File: src/rtl/mem_access_unit.sv
// Load/store sequencer in front of a word-wide data memory.
// Sub-word stores use a read-modify-write; loads return extended data.
module mem_access_unit #(
    parameter int MEM_WORDS = 256
) (
    input  logic        clk,
    input  logic        rst,
    input  logic        req,
    input  logic        we,
    input  logic [1:0]  size,
    input  logic        sign_ext,
    input  logic [31:0] addr,
    input  logic [31:0] wdata,
    output logic [31:0] rdata,
    output logic        ready,
    output logic        err,
    output logic        busy,
    output logic        memoryWrite,
    output logic        memoryRead,
    output logic [31:0] memoryWriteData,
    output logic [31:0] memoryAddress,
    input  logic [31:0] memoryOutData
);

    typedef enum logic [2:0] {IDLE, RD, WR, DONE, ERR} state_t;

    localparam logic [31:0] LIMIT = 32'(MEM_WORDS * 4);

    state_t      state_q, state_d;
    logic [31:0] addr_q, addr_d;
    logic [31:0] wdata_q, wdata_d;
    logic [1:0]  size_q, size_d;
    logic        we_q, we_d;
    logic        sext_q, sext_d;
    logic [31:0] rdata_q, rdata_d;
    logic [31:0] merge_q, merge_d;

    logic        bad;
    logic [7:0]  rd_byte;
    logic [15:0] rd_half;
    logic [31:0] load_val;
    logic [31:0] merged;

    assign bad = (size == 2'b11)
              || (size == 2'b01 && addr[0])
              || (size == 2'b10 && addr[1:0] != 2'b00)
              || (addr >= LIMIT);

    // Lane extraction for loads, little-endian byte order
    always_comb begin
        rd_byte = 8'h00;
        unique case (addr_q[1:0])
            2'd0: rd_byte = memoryOutData[7:0];
            2'd1: rd_byte = memoryOutData[15:8];
            2'd2: rd_byte = memoryOutData[23:16];
            2'd3: rd_byte = memoryOutData[31:24];
        endcase
        rd_half = addr_q[1] ? memoryOutData[31:16] : memoryOutData[15:0];
        unique case (size_q)
            2'b00:   load_val = {{24{sext_q & rd_byte[7]}}, rd_byte};
            2'b01:   load_val = {{16{sext_q & rd_half[15]}}, rd_half};
            default: load_val = memoryOutData;
        endcase
    end

    always_comb begin
        merged = merge_q;
        if (size_q == 2'b00)
            merged[{addr_q[1:0], 3'b000} +: 8] = wdata_q[7:0];
        else
            merged[{addr_q[1], 4'b0000} +: 16] = wdata_q[15:0];
    end

    always_comb begin
        state_d = state_q;
        addr_d  = addr_q;
        wdata_d = wdata_q;
        size_d  = size_q;
        we_d    = we_q;
        sext_d  = sext_q;
        rdata_d = rdata_q;
        merge_d = merge_q;
        unique case (state_q)
            IDLE: if (req) begin
                addr_d  = addr;
                wdata_d = wdata;
                size_d  = size;
                we_d    = we;
                sext_d  = sign_ext;
                if (bad)
                    state_d = ERR;
                else if (we && size == 2'b10)
                    state_d = WR;
                else
                    state_d = RD;
            end
            RD: begin
                if (we_q) begin
                    merge_d = memoryOutData;
                    state_d = WR;
                end else begin
                    rdata_d = load_val;
                    state_d = DONE;
                end
            end
            WR:      state_d = DONE;
            DONE:    state_d = IDLE;
            ERR:     state_d = IDLE;
            default: state_d = IDLE;
        endcase
    end

    always_ff @(posedge clk or posedge rst) begin
        if (rst) begin
            state_q <= IDLE;
            addr_q  <= '0;
            wdata_q <= '0;
            size_q  <= '0;
            we_q    <= 1'b0;
            sext_q  <= 1'b0;
            rdata_q <= '0;
            merge_q <= '0;
        end else begin
            state_q <= state_d;
            addr_q  <= addr_d;
            wdata_q <= wdata_d;
            size_q  <= size_d;
            we_q    <= we_d;
            sext_q  <= sext_d;
            rdata_q <= rdata_d;
            merge_q <= merge_d;
        end
    end

    assign rdata         = rdata_q;
    assign ready         = (state_q == DONE) || (state_q == ERR);
    assign err           = (state_q == ERR);
    assign busy          = (state_q != IDLE);
    assign memoryRead    = (state_q == RD);
    assign memoryWrite   = (state_q == WR);
    assign memoryAddress = {addr_q[31:2], 2'b00};
    assign memoryWriteData = (state_q != WR) ? 32'h0
                           : (size_q == 2'b10) ? wdata_q : merged;

endmodule
File: config.mk
export PLATFORM = sky130hd
export DESIGN_NAME = mem_access_unit
export DESIGN_NICKNAME = d
export VERILOG_FILES = /design/src/rtl/mem_access_unit.sv
export SDC_FILE = /design/constraint.sdc
export NUM_CORES = 1
export LEC_CHECK = 0
export ABC_AREA = 1
export BUFFER_PORTS_ARGS = -buffer_cell sky130_fd_sc_hd__buf_2
export CAP_MARGIN = 40
export CORE_UTILIZATION = 50
export CTS_BUF_LIST = sky130_fd_sc_hd__clkbuf_4
export DETAILED_ROUTE_END_ITERATION = 12
export PLACE_DENSITY = 0.8
export SYNTH_ARGS = -nofsm -noshare
export SYNTH_HDL_FRONTEND = slang
export SYNTH_SLANG_ARGS = --single-unit
File: constraint.sdc
create_clock -name clk -period 4.3 [get_ports clk]
set_clock_uncertainty 0.1 [all_clocks]
set_input_delay 0.86 -clock clk [delete_from_list [all_inputs] [get_ports clk]]
set_output_delay 0.86 -clock clk [all_outputs]
set_load 0.01 [all_outputs]
==> qor.csv <==
stage,metric,value,unit
setup_path,critical_path.startpoint,addr_q[1]$_DFFE_PP0P_,
synth,seq_area_frac_synth,44.9,%
synth,ys_top_cells_by_count,"nand2_1 (312), dfrtp_1 (135), o21ai_0 (123)",
sta,post-route-period-util,91.8,%
grt,grt_start_max_net_pins,72,
power_and_ir_drop,internal_power,3.49,mW
power_and_ir_drop,sequentialPowerShare,36.2,%
setup_path,critPathMaxStageDelay,0.57,ns
routing,antenna_left,0,
cts,root_buffer,clkbuf_4,
grt,gr-total-overflow,0,
job,cap_violations,0,
cts,clk_pin_slew_worst_paths,0.12,ns
sta,rsz0062_at_grt,false,
synth,synth_top_area_share,44.9,%
setup_path,cp_max_fo,22,
synth,postSynthCellCount,1005,
sta,tightestPinTransition,0.660,ns
floorplan,core_area,14600,um2
setup_path,crit_chain,"inv_1, ha_1, nand3_1, nand3_1, nand2_1, a211oi_1, buf_2",
routing,wl_per_cell,16.6,um
cts,cts-buffers-inserted,17,
power_and_ir_drop,clock_power_share,12.2,%
sta,relSlewSlack,56.0,%
routing,routed_via_density,5.47,
sta,holdWs,0.157,ns
setup_path,slowest_stage,ha_1,
final_layout,layout-drive-gt1-share,24.8,%
synth,synth-edff-count,0,
place,dp_hpwl,16600,um
synth,synth_flop_cell,dfrtp_1,
final_layout,final_core_utilization,59.6,%
setup_path,crit_top_cell,nand3_1,
floorplan,rows,44,
cts,ctsResizeCount,0,
floorplan,die_x,125,um
synth,ys_warn_count,0,
cts,postCtsHoldBufs,0,
synth,synthesis.area,7530,um2
place,pre_cts_ws,0.816,ns
sta,hold_viol_final,0,
cts,postCtsSetupBuffers,0,
outcome,status,"finished, final reports clean",
final_layout,stdcell_area,8700,um2
grt,antenna_found_initial,1,
synth,ys_seq_elements,135,
sta,timing.final.max_slew_violations,0,
floorplan,fp.dieH,125,um
routing,routed_wl,22500,um
synth,async_reset_ff_share,100,%
floorplan,ios,204,
grt,grt_pass1_vias,6900,
synth,synth_area_leaders,"dfrtp_1 (45%), nand2_1 (16%), o21ai_0 (8.2%), a21oi_1 (6.1%), inv_1 (4.5%)",
routing,drtIter0Drc,807,
synth,synth_most_common_cell,nand2_1,
final_layout,nNetsFinal,1264,
routing,drcViolationCount,0,
floorplan,dieArea,15600,um2
place,gp_congestion,0.975,
power_and_ir_drop,p_leak,4.73,nW
place,placed_area,8430,um2
power_and_ir_drop,swShare,47.3,%
cts,clk_latency,0.56,ns
cts,clock_sinks,135,
place,io_buffers,201,
floorplan,start_util,51.6,%
sta,fin_crit,3.95,ns
routing,first_pass_iters,6,
setup_path,critPathArrivalTime,2.99,ns
synth,syn_avg_cell_area,7.49,um2
grt,grtUsageTotal,29.4,%
power_and_ir_drop,vdd_drop_max,0.271,mV
setup_path,required,3.34,ns
sta,max_freq,0.253,GHz
synth,yosysTopAreaCell,dfrtp_1,
power_and_ir_drop,combPwrFrac,51.7,%
sta,setup-tns-final,0,ns
cts,tritoncts,done,
final_layout,areaGrowthSynthToFinish,15.5,%
grt,grt_pass1_wl,35900,um
power_and_ir_drop,switchingPower,3.14,mW
setup_path,start_kind,register,
setup_path,worstSetupPathType,register to output port,
synth,yosys.cell_types.count,35,
cts,max-clock-path-buffers,2,
worst_hold_path,hp-class,primary input to asynchronous set/reset pin,
sta,setup_viol,0,
sta,final.setup.worst_slack,0.351,ns
setup_path,rr_startpoint,addr_q[1]$_DFFE_PP0P_,
routing,vias,7404,
setup_path,end_kind,output port,
cts,htreeDepth,4,
power_and_ir_drop,pwr_density_cell,762,nW/um2
[sequential cells by signal (all words and copies together), names as in the netlist]
| name | count |
|---|---|
| rdata | 32 |
| addr_q | 32 |
| merge_q | 32 |
| wdata_q | 32 |
| sext_q | 1 |
| state_q | 3 |
| size_q | 2 |
| we_q | 1 |
[path summary, 6_finish.rpt]
| path | cells after the start | slack, ns | to |
|---|---|---|---|
| worst min register to register | 2 | 0.37 | addr_q[5]$_DFFE_PP0P_ |
| max in group asynchronous | 4 | 3.08 | addr_q[1]$_DFFE_PP0P_ |
| worst max register to register | 10 | 1.46 | rdata[22]$_DFFE_PP0P_ |
| min in group clk | 2 | 0.37 | addr_q[5]$_DFFE_PP0P_ |
| worst max-delay path | 7 | 0.35 | memoryWriteData[7] |
| worst min-delay path | 2 | 0.16 | wdata_q[8]$_DFFE_PP0P_ |
[metal layers]
metal / routed length (um) / track usage, %
met5: 0 / 0
met4: 932 / 15.0
met3: 2020 / 6.31
met2: 10100 / 44.3
met1: 9420 / 39.9
[power by group through the flow]
stage | clock network (mW) | registers [mW] | logic (mW)
6_report | 0.807 | 2.40 | 3.42
5_1_grt | 0.877 | 2.46 | 3.83
4_1_cts | 0.823 | 2.38 | 3.40
3_5_place_dp | 0 | 2.40 | 3.38
3_3_place_gp | 0 | 2.38 | 3.28
2_1_floorplan | 0 | 2.30 | 2.54
[critical path, delay by kind of cell (launching register included)]
kind / cells / cell delay (ns)
buf+inv: 2 / 0.60
flops: 1 / 0.56
compound gates: 1 / 0.29
simple gates: 3 / 0.41
fa+ha+maj: 1 / 0.57
[final cells by class]
class / count / area [um2]
Antenna cell: 2 / 5.00
Clock buffer: 20 / 150
Clock inverter: 11 / 109
Fill cell: 1351 / 5890
Inverter: 98 / 374
Multi-Input combinational cell: 690 / 3290
Sequential cell: 135 / 3380
Tap cell: 184 / 230
Timing Repair Buffer: 214 / 1160
[cells by family after synthesis]
group                    share of synthesized area, %
other                                          0.0498
AND/OR/NAND/NOR                                  23.9
multiplexers                                     1.55
adder cells (fa/ha/maj)                         0.831
buffers and inverters                            11.6
flip-flops                                       44.9
AO/OA/AOI/OAI                                    17.3
[through the flow]
step	power [mW]	instances
finish	6.63	1354
detailed placement	5.79	1321
global placement	5.66	1316
floorplan	4.83	1006
CTS	6.60	1352
global route	7.17	1354
[layout by cell type (no fill, tap or decap), types with 6 or more instances in the layout]
cell type	instances
buf_2	201
or2_2	16
dfrtp_1	134
inv_1	89
inv_2	7
o21ai_1	6
nor2_1	38
a21oi_1	92
nand2_1	312
buf_4	7
a211oi_1	11
nand3_1	39
o21ai_0	123
o221ai_1	7
clkbuf_4	20
Note: power is estimated with default switching activity, not from simulation.
